## config.mk

```make
export PLATFORM = sky130hd
export DESIGN_NAME = mult_stream_pipe
export DESIGN_NICKNAME = d
export VERILOG_FILES = /design/src/rtl/mult_stream_pkg.sv /design/src/rtl/mult_core.sv /design/src/rtl/mult_stream_pipe.sv
export SDC_FILE = /design/constraint.sdc
export NUM_CORES = 1
export LEC_CHECK = 0
export CAP_MARGIN = 5
export CELL_PAD_IN_SITES_DETAIL_PLACEMENT = 0
export CELL_PAD_IN_SITES_GLOBAL_PLACEMENT = 2
export CORE_ASPECT_RATIO = 0.75
export CORE_MARGIN = 1
export CORE_UTILIZATION = 36
export CTS_CLUSTER_SIZE = 16
export DETAILED_ROUTE_END_ITERATION = 8
export GPL_TIMING_DRIVEN = 0
export PLACE_DENSITY = 0.77
export SETUP_SLACK_MARGIN = 0.1
export SLEW_MARGIN = 20
export SYNTH_ARGS = -nofsm -noshare
export SYNTH_HDL_FRONTEND = slang
export SYNTH_SLANG_ARGS = --single-unit
```

## constraint.sdc

```tcl
create_clock -name clk -period 8.3 [get_ports clk]
set_input_delay 1.66 -clock clk [delete_from_list [all_inputs] [get_ports clk]]
set_output_delay 1.66 -clock clk [all_outputs]
set_load 0.01 [all_outputs]
```

## src/rtl/mult_stream_pkg.sv

```systemverilog
// Shared types and helpers for the streaming multiplier: FSM state, width helpers
// and the operand extension rule used for signed/unsigned beats.
package mult_stream_pkg;

  typedef enum logic {INIT, RUN} state_t;

  function automatic int prod_width(input int n);
    return 2 * n;
  endfunction

  function automatic int cnt_width(input int depth);
    return $clog2(depth) + 1;
  endfunction

  // Extra top bit of the (N+1)-bit operand: the sign copy for signed beats, zero otherwise.
  function automatic logic ext_op(input logic op_msb, input logic sgn);
    return sgn & op_msb;
  endfunction

endpackage

```

## src/rtl/mult_core.sv

```systemverilog
// Combinational (N+1)x(N+1) two's-complement multiplier: radix-4 modified Booth rows
// reduced through a carry-save array, low 2N bits of the product returned.
module mult_core #(
  parameter int N = 16
) (
  input  logic [N:0]     a,
  input  logic [N:0]     b,
  output logic [2*N-1:0] p
);

  localparam int W  = N + 1;
  localparam int PW = 2 * N;
  localparam int G  = (W + 1) / 2;
  localparam int R  = G + 1;
  localparam int BW = 2 * G + 1;

  logic [PW-1:0] a_sx;
  logic [BW-1:0] b_x;
  logic [PW-1:0] rows [R];
  logic [PW-1:0] csa_s;
  logic [PW-1:0] csa_c;

  assign a_sx = PW'($signed(a));
  // Bit 0 is the implicit b[-1]=0 of the first Booth group; top bits sign-extend b.
  assign b_x  = BW'($signed({b, 1'b0}));

  // Negative digits use one's complement plus a +1 collected in the final row.
  always_comb begin : booth_rows
    logic          neg;
    logic          one;
    logic          two;
    logic [PW-1:0] mag;
    logic [PW-1:0] corr;
    neg  = 1'b0;
    one  = 1'b0;
    two  = 1'b0;
    mag  = '0;
    corr = '0;
    for (int i = 0; i < G; i++) begin
      neg = b_x[2*i+2];
      one = b_x[2*i+1] ^ b_x[2*i];
      two = (b_x[2*i+2] & ~b_x[2*i+1] & ~b_x[2*i]) |
            (~b_x[2*i+2] & b_x[2*i+1] & b_x[2*i]);
      mag = one ? a_sx : (two ? (a_sx << 1) : '0);
      rows[i] = (neg ? ~mag : mag) << (2 * i);
      corr[2*i] = neg;
    end
    rows[G] = corr;
  end

  always_comb begin : csa_reduce
    logic [PW-1:0] t;
    t     = '0;
    csa_s = rows[0];
    csa_c = rows[1];
    for (int i = 2; i < R; i++) begin
      t     = csa_s ^ csa_c ^ rows[i];
      csa_c = ((csa_s & csa_c) | (csa_s & rows[i]) | (csa_c & rows[i])) << 1;
      csa_s = t;
    end
  end

  assign p = csa_s + csa_c;

endmodule

```

## src/rtl/mult_stream_pipe.sv

```systemverilog
// Streaming pipelined multiplier: credit-gated input, LAT-1 stages after the core,
// and an output FIFO sized so downstream backpressure never stalls the pipeline.
module mult_stream_pipe
  import mult_stream_pkg::*;
#(
  parameter int N     = 16,
  parameter int LAT   = 3,
  parameter int DEPTH = 4
) (
  input  logic                   clk,
  input  logic                   rst,
  input  logic                   in_valid,
  output logic                   in_ready,
  input  logic [N-1:0]           in_a,
  input  logic [N-1:0]           in_b,
  input  logic                   in_signed,
  output logic                   out_valid,
  input  logic                   out_ready,
  output logic [2*N-1:0]         out_data,
  output logic [$clog2(DEPTH):0] occupancy
);

  localparam int PW = prod_width(N);
  localparam int CW = cnt_width(DEPTH);
  localparam int AW = $clog2(DEPTH);

  state_t        state_q, state_d;
  logic          in_ready_q, in_ready_d;
  logic [CW-1:0] occ_q, occ_d;
  logic [AW:0]   wr_ptr_q, wr_ptr_d;
  logic [AW:0]   rd_ptr_q, rd_ptr_d;
  logic [PW-1:0] last_q, last_d;
  logic [PW-1:0] mem_q [DEPTH];

  logic          accept;
  logic          pop;
  logic          fifo_empty;
  logic          fifo_full;
  logic [N:0]    a_ext;
  logic [N:0]    b_ext;
  logic [PW-1:0] prod;
  logic          wr_valid;
  logic [PW-1:0] wr_data;

  assign a_ext = {ext_op(in_a[N-1], in_signed), in_a};
  assign b_ext = {ext_op(in_b[N-1], in_signed), in_b};

  mult_core #(.N(N)) u_core (
    .a (a_ext),
    .b (b_ext),
    .p (prod)
  );

  assign accept     = in_valid & in_ready_q;
  assign pop        = out_valid & out_ready;
  assign fifo_empty = (wr_ptr_q == rd_ptr_q);
  assign fifo_full  = (wr_ptr_q[AW] != rd_ptr_q[AW]) &&
                      (wr_ptr_q[AW-1:0] == rd_ptr_q[AW-1:0]);
  assign out_valid  = ~fifo_empty;
  assign out_data   = fifo_empty ? last_q : mem_q[rd_ptr_q[AW-1:0]];
  assign in_ready   = in_ready_q;
  assign occupancy  = occ_q;

  generate
    if (LAT == 1) begin : g_no_stage
      assign wr_valid = accept;
      assign wr_data  = prod;
    end else begin : g_stage
      logic          stg_valid_q [LAT-1];
      logic          stg_valid_d [LAT-1];
      logic [PW-1:0] stg_data_q  [LAT-1];
      logic [PW-1:0] stg_data_d  [LAT-1];

      always_comb begin
        stg_valid_d[0] = accept;
        stg_data_d[0]  = prod;
        for (int j = 1; j < LAT - 1; j++) begin
          stg_valid_d[j] = stg_valid_q[j-1];
          stg_data_d[j]  = stg_data_q[j-1];
        end
      end

      always_ff @(posedge clk) begin
        for (int j = 0; j < LAT - 1; j++) begin
          if (rst) begin
            stg_valid_q[j] <= 1'b0;
            stg_data_q[j]  <= '0;
          end else begin
            stg_valid_q[j] <= stg_valid_d[j];
            stg_data_q[j]  <= stg_data_d[j];
          end
        end
      end

      assign wr_valid = stg_valid_q[LAT-2];
      assign wr_data  = stg_data_q[LAT-2];
    end
  endgenerate

  // Occupancy counts every beat from accept to pop, so it doubles as the input credit.
  always_comb begin
    state_d = (state_q == INIT) ? RUN : state_q;
    case ({accept, pop})
      2'b10:   occ_d = occ_q + CW'(1);
      2'b01:   occ_d = occ_q - CW'(1);
      default: occ_d = occ_q;
    endcase
    in_ready_d = (state_d == RUN) && (occ_d < CW'(DEPTH));
    wr_ptr_d   = wr_ptr_q + {{AW{1'b0}}, wr_valid};
    rd_ptr_d   = rd_ptr_q + {{AW{1'b0}}, pop};
    last_d     = pop ? out_data : last_q;
  end

  always_ff @(posedge clk) begin
    if (rst) begin
      state_q    <= INIT;
      in_ready_q <= 1'b0;
      occ_q      <= '0;
      wr_ptr_q   <= '0;
      rd_ptr_q   <= '0;
      last_q     <= '0;
    end else begin
      state_q    <= state_d;
      in_ready_q <= in_ready_d;
      occ_q      <= occ_d;
      wr_ptr_q   <= wr_ptr_d;
      rd_ptr_q   <= rd_ptr_d;
      last_q     <= last_d;
    end
  end

  always_ff @(posedge clk) begin
    if (!rst && wr_valid) begin
      mem_q[wr_ptr_q[AW-1:0]] <= wr_data;
    end
  end

  a_occ_bound: assert property (@(posedge clk) disable iff (rst)
    occ_q <= CW'(DEPTH));

  a_no_overflow: assert property (@(posedge clk) disable iff (rst)
    !(wr_valid && fifo_full && !pop));

  a_stall_stable: assert property (@(posedge clk) disable iff (rst)
    (out_valid && !out_ready) |=> (out_valid && $stable(out_data)));

endmodule

```

Word-level counts from Yosys, hierarchy flattened
Memories as Yosys holds them, arrays and structs flattened. A register that Yosys moved wholly into a read port is not among the register bits.
Cells that the tools add are included.

cells by class
  equality and inequality tests = 3
  add/subtract/negate cells = 5
  bitwise logic cells = 134
  reductions and logical operators = 2
  muxes and demuxes = 38
  order comparisons = 1

operators by type and width
  operator               number
  AND 31 bit             22
  bitwise OR 31 bit      16
  XOR 32 bit             15
  two-way mux 32 bit     6
  two-way mux 30 bit     3
  two-way mux 28 bit     3
  two-way mux 26 bit     3
  two-way mux 24 bit     3
  two-way mux 22 bit     3
  AND 31 x 17 -> 31 bit  2
  two-way mux 20 bit     3
  two-way mux 18 bit     3
  AND 1 bit              33
  adder 32 bit           1
  two-way mux 16 bit     2
  NOT 32 bit             1
  XOR 32 x 17 -> 32 bit  1
  NOT 30 bit             1
  NOT 28 bit             1
  NOT 26 bit             1
  NOT 24 bit             1
  NOT 22 bit             1
  NOT 20 bit             1
  NOT 18 bit             1
  other kinds (16)       56

word-level totals
  logic and storage cells = 191
  bits of input ports = 37
  RAM bits = 194
  register bits after elaboration = 42
  memories kept = 3
  output and inout bits = 37

memory list
  name                 words  bits a word  rd ports  clocked after Yosys merged registers in  wr ports  line                    source
  mem_q                4      32           1         1                                        1         mult_stream_pipe.sv:33  logic [PW-1:0] mem_q [DEPTH];
  g_stage.stg_data_q   2      32           2         0                                        2         mult_stream_pipe.sv:71  logic [PW-1:0] stg_data_q [LAT-1];
  g_stage.stg_valid_q  2      1            2         0                                        2         mult_stream_pipe.sv:69  logic stg_valid_q [LAT-1];

Longest topological paths before layout
  word-level depth = 34
  mapped depth = 29

By module
A second synthesis with hierarchy kept.

unflattened totals
  cells, all modules = 1,949
  area, all modules = 19,047.0 µm²

modules (own cells, without submodules)
  module            cells each  instances  area each (µm²)
  mult_core         1,420       1          10,257.3
  mult_stream_pipe  529         1          8,789.7

Worst setup path after synthesis
Ideal clock, no wire load.

  path kind = in2reg
  from = input port in_a[15]
  to = memory g_stage.stg_data_q[0][31] in the netlist's numbering
  stages on the path = 26
  library setup time = 73 ps
  slack = -403 ps
  path buffers = 4
  arrival time = 8,630 ps
  required time = 8,227 ps
  cell sequence = clkbuf_1 and2_1 clkbuf_1 clkbuf_1 o21ai_0 a21oi_1 fa_1 inv_1 fa_1 fa_1 fa_1 fa_1 inv_1 fa_1 inv_1 fa_1 inv_1 ha_1 ha_1 buf_4 a21oi_1 o221ai_1 or3_1 o21a_2 or4_4 o211ai_2

RTL lines
  element      line                    source
  from (decl)  mult_stream_pipe.sv:14  input logic [N-1:0] in_a,
  to (decl)    mult_stream_pipe.sv:71

==> flow_summary_export.csv <==
group,metric,value,unit
run_status,status,"finished, violations left",
run_status,failed_checks,"design-rule violations",
sta,final_max_slew_viol_count,0,
floorplan,io_pins,74,
synth,synth_nets,2263,
synth,synth-simple-area-share,10.80,%
synth,synth-seq-cells,236,
route,routed_wl,66.45,mm
route,num_vias,16590,
route,vias_per_cell,5.777,
floorplan,die_y,199.8,um
worst_setup_path,r2r.worst_path.cells,12,
clocking,cts_hold_buf,0,
synth,synth_xor_xnor_area_share,3.030,%
min_path,hold_end,"g_stage.stg_data_q[1][31]",
clocking,cts_buffers,25,
sta,worst_slew_pin_slew,929.1,ps
sta,fmaxAchievable,122.2,MHz
floorplan,die_width,265.8,um
sta,layout_min_cycle_time,8184,ps
route,drt_iter0_drc,1776,
worst_setup_path,worstSetupPathType,"in2reg",
worst_setup_path,critPathRequiredTime,8730,ps
sta,rsz0062_at_grt,"true",
clocking,htree_levels,1,
sta,fin_crit_sh,98.60,%
global_routing,antenna_found_initial,1,
synth,ys_types,65,
synth,synth.area.mux_share,5.927,%
synth,synth_top_family_by_area,"compound AO/OA/AOI/OAI gates",
sta,hold_violations,0,
synth,synthFlopType,"edfxtp_1",
floorplan,initial_utilization,36.46,%
sta,slew_headroom,37.83,%
placed_design,dp_hpwl,52.94,mm
synth,ys_seq_area_share,31.97,%
clocking,cts_tree,"yes",
synth,post_synth.cell_area_avg,9.352,um^2
min_path,min_path_type,"reg2reg",
route,wl_per_cell,23.14,um
worst_setup_path,arrival,8610,ps
worst_setup_path,r2r-start,"rd_ptr_q[0]",
worst_setup_path,startpoint_type,"primary input",
global_routing,grtUsageTotal,24.65,%
global_routing,gr-total-overflow,0,
sta,holdWs,428.2,ps
clocking,clock-root-buffer,"clkbuf_16",
clocking,clkTransAtPathRegs,60,ps
worst_setup_path,crit_fanout,10,
floorplan,dieArea,53120,um^2
min_path,min-delay-start,"g_stage.stg_data_q[0][31]",
worst_setup_path,reg2reg_slack,4740,ps
route,final_antenna_net_count,0,
placed_design,routabilityCongestion,0.9582,
worst_setup_path,endpoint_kind,"flip-flop",
route,dr.pass1.iters,8,
global_routing,grt_max_degree,23,
global_routing,grt_pass1_vias,15370,
flow_run,drv_cap,0,
final_layout,drive_above_1_share,17.49,%
synth,synth_compound_area_share,21.06,%
synth,synth_edf_count,128,
clocking,clockBufferDepth,3,
worst_setup_path,r2r-end,"occupancy[2]",
sta,setup_viol,0,
route,drc,2,
global_routing,grt_pass1_wl,99.92,mm
min_path,holdPathStages,1,
floorplan,fp.coreArea,51530,um^2
synth,synthAdderAreaFrac,20.59,%
final_layout,layout.nets,2402,
clocking,cts.sinks,236,
synth,synth_cells,2009,
synth,netlist_area,18790,um^2
placed_design,port_buffers,64,
synth,ys_warn_count,0,
floorplan,rows,72,
final_layout,area_delta_synth_final,20.22,%
sta,fin_skew,15.98,ps
clocking,clock_latency,520,ps
synth,async_flop_share,0,%
[flip-flops by register name, summed over array words and instances (netlist names)]
signal	count
occupancy	3
g_stage.stg_data_q	64
wr_ptr_q	3
mem_q	128
g_stage.stg_valid_q	2
rd_ptr_q	3
last_q	32
in_ready	1
[worst max path at each step]
stage                        from                        end  slack (ps)  cells after the start
final                     in_b[4]  g_stage.stg_data_q[0][31]         120                     27
after global routing      in_b[2]  g_stage.stg_data_q[0][31]         -30                     26
after CTS                 in_b[3]  g_stage.stg_data_q[0][31]         -70                     27
after detailed placement  in_b[5]  g_stage.stg_data_q[0][30]       -1910                     23
after global placement    in_b[7]  g_stage.stg_data_q[0][25]       -2010                     23
after floorplan           in_b[3]  g_stage.stg_data_q[0][31]          40                     26
[synth_stat cells (3+ instances only)]
library cell,instances,area (um^2)
a21oi_1,240,1201
nand2_1,180,675.7
clkbuf_1,173,649.4
nor2_1,171,641.9
edfxtp_1,128,3844
fa_1,127,2542
dfxtp_1,108,2162
inv_1,108,405.4
o22ai_1,95,594.3
ha_1,90,1126
nor2b_1,61,381.6
o21ai_0,56,280.3
a211oi_1,43,322.8
o311a_1,39,390.4
xnor2_1,38,332.8
mux2_2,32,360.4
mux4_2,32,720.7
a221oi_1,27,236.5
a22oi_1,27,202.7
xor2_1,27,236.5
buf_1,25,93.84
maj3_1,20,200.2
o31ai_1,17,127.6
o21a_1,15,112.6
nor3_1,14,70.07
nand3_1,12,60.06
o221ai_1,12,105.1
clkinv_1,10,37.54
and2_1,8,50.05
o21bai_1,8,60.06
a31oi_1,7,43.79
a21o_1,6,45.04
a31o_2,4,35.03
and3_1,3,18.77
buf_2,3,15.01
nand4_1,3,18.77
[placed cells by master (no fill, tap or decap), types with 28 or more instances in the layout]
master and count:
a211oi_1 42, a21oi_1 221, buf_4 47, clkbuf_1 86, clkbuf_16 28, clkbuf_2 35, clkbuf_4 29, clkdlybuf4s50_1 48
dfxtp_1 108, edfxtp_1 128, fa_1 119, ha_1 82, inv_1 104, mux2_2 32, mux4_2 32, nand2_1 176
nor2_1 166, nor2b_1 61, o21ai_0 50, o22ai_1 94, o311a_1 39, xnor2_1 37
[metrics by stage]
step	cell area, um^2	utilization [%]	TNS, ps	setup WS, ps	std cells
global placement	20420	39.62	-97360	-2011	2776
finish	22590	43.83	0	116.1	2871
detailed placement	20560	39.90	-23960	-1908	2789
global route	22580	43.83	-30.98	-30.98	2870
floorplan	18900	-	0	37.07	2009
CTS	22210	43.10	-73.65	-73.65	2865
[cell families after synthesis]
kind of cell	count (synthesis)
compound gates	614
simple gates	465
buf+inv	325
fa+ha+maj	237
flops	236
mux	67
xor+xnor	65
[routing by layer]
layer / vias up / share of wire (%) / track usage, %
li1: 7501 / - / -
met2: 714 / 40 / 34.08
met4: 0 / 1.2 / 3.704
met3: 52 / 9.0 / 4.956
met5: - / 0 / 0
met1: 8318 / 50 / 39.41
[worst max-delay path, stage by stage]
cell and delay, ps:
buf_2 200, nand2_2 220, buf_6 230, o22ai_1 120, nor2_1 60, nor2_1 120
a221oi_2 60, fa_1 550, inv_1 60, fa_1 420, fa_1 580, fa_1 450
fa_1 510, inv_1 60, fa_1 470, inv_1 50, fa_1 470, inv_1 50
fa_1 520, ha_4 220, a21oi_2 120, o21a_1 210, o221ai_4 160, or3_4 350
o21a_4 200, or4_4 410, o211ai_2 80
[what timing repair did]
action / in CTS / in global routing
setup endpoints to repair: 19 / 14
endpoints found under the hold margin: 0 / 0
setup buffers: 30 / 6
pin swaps: 30 / 34
resized for setup: 216 / 140
[cell type report]
cell class / instances / area (um^2)
sequential: 236 / 6006
fill: 5053 / 28940
buffer: 204 / 1266
inverter: 120 / 474.2
tap: 703 / 879.6
antenna: 1 / 2.502
multi-input combinational: 1448 / 12120
clock inverter: 11 / 107.6
timing repair buffer: 113 / 1035
clock buffer: 35 / 693.2
Power is not shown: default switching activity piles up to over one toggle a cycle in this logic, so the estimate is an artifact.
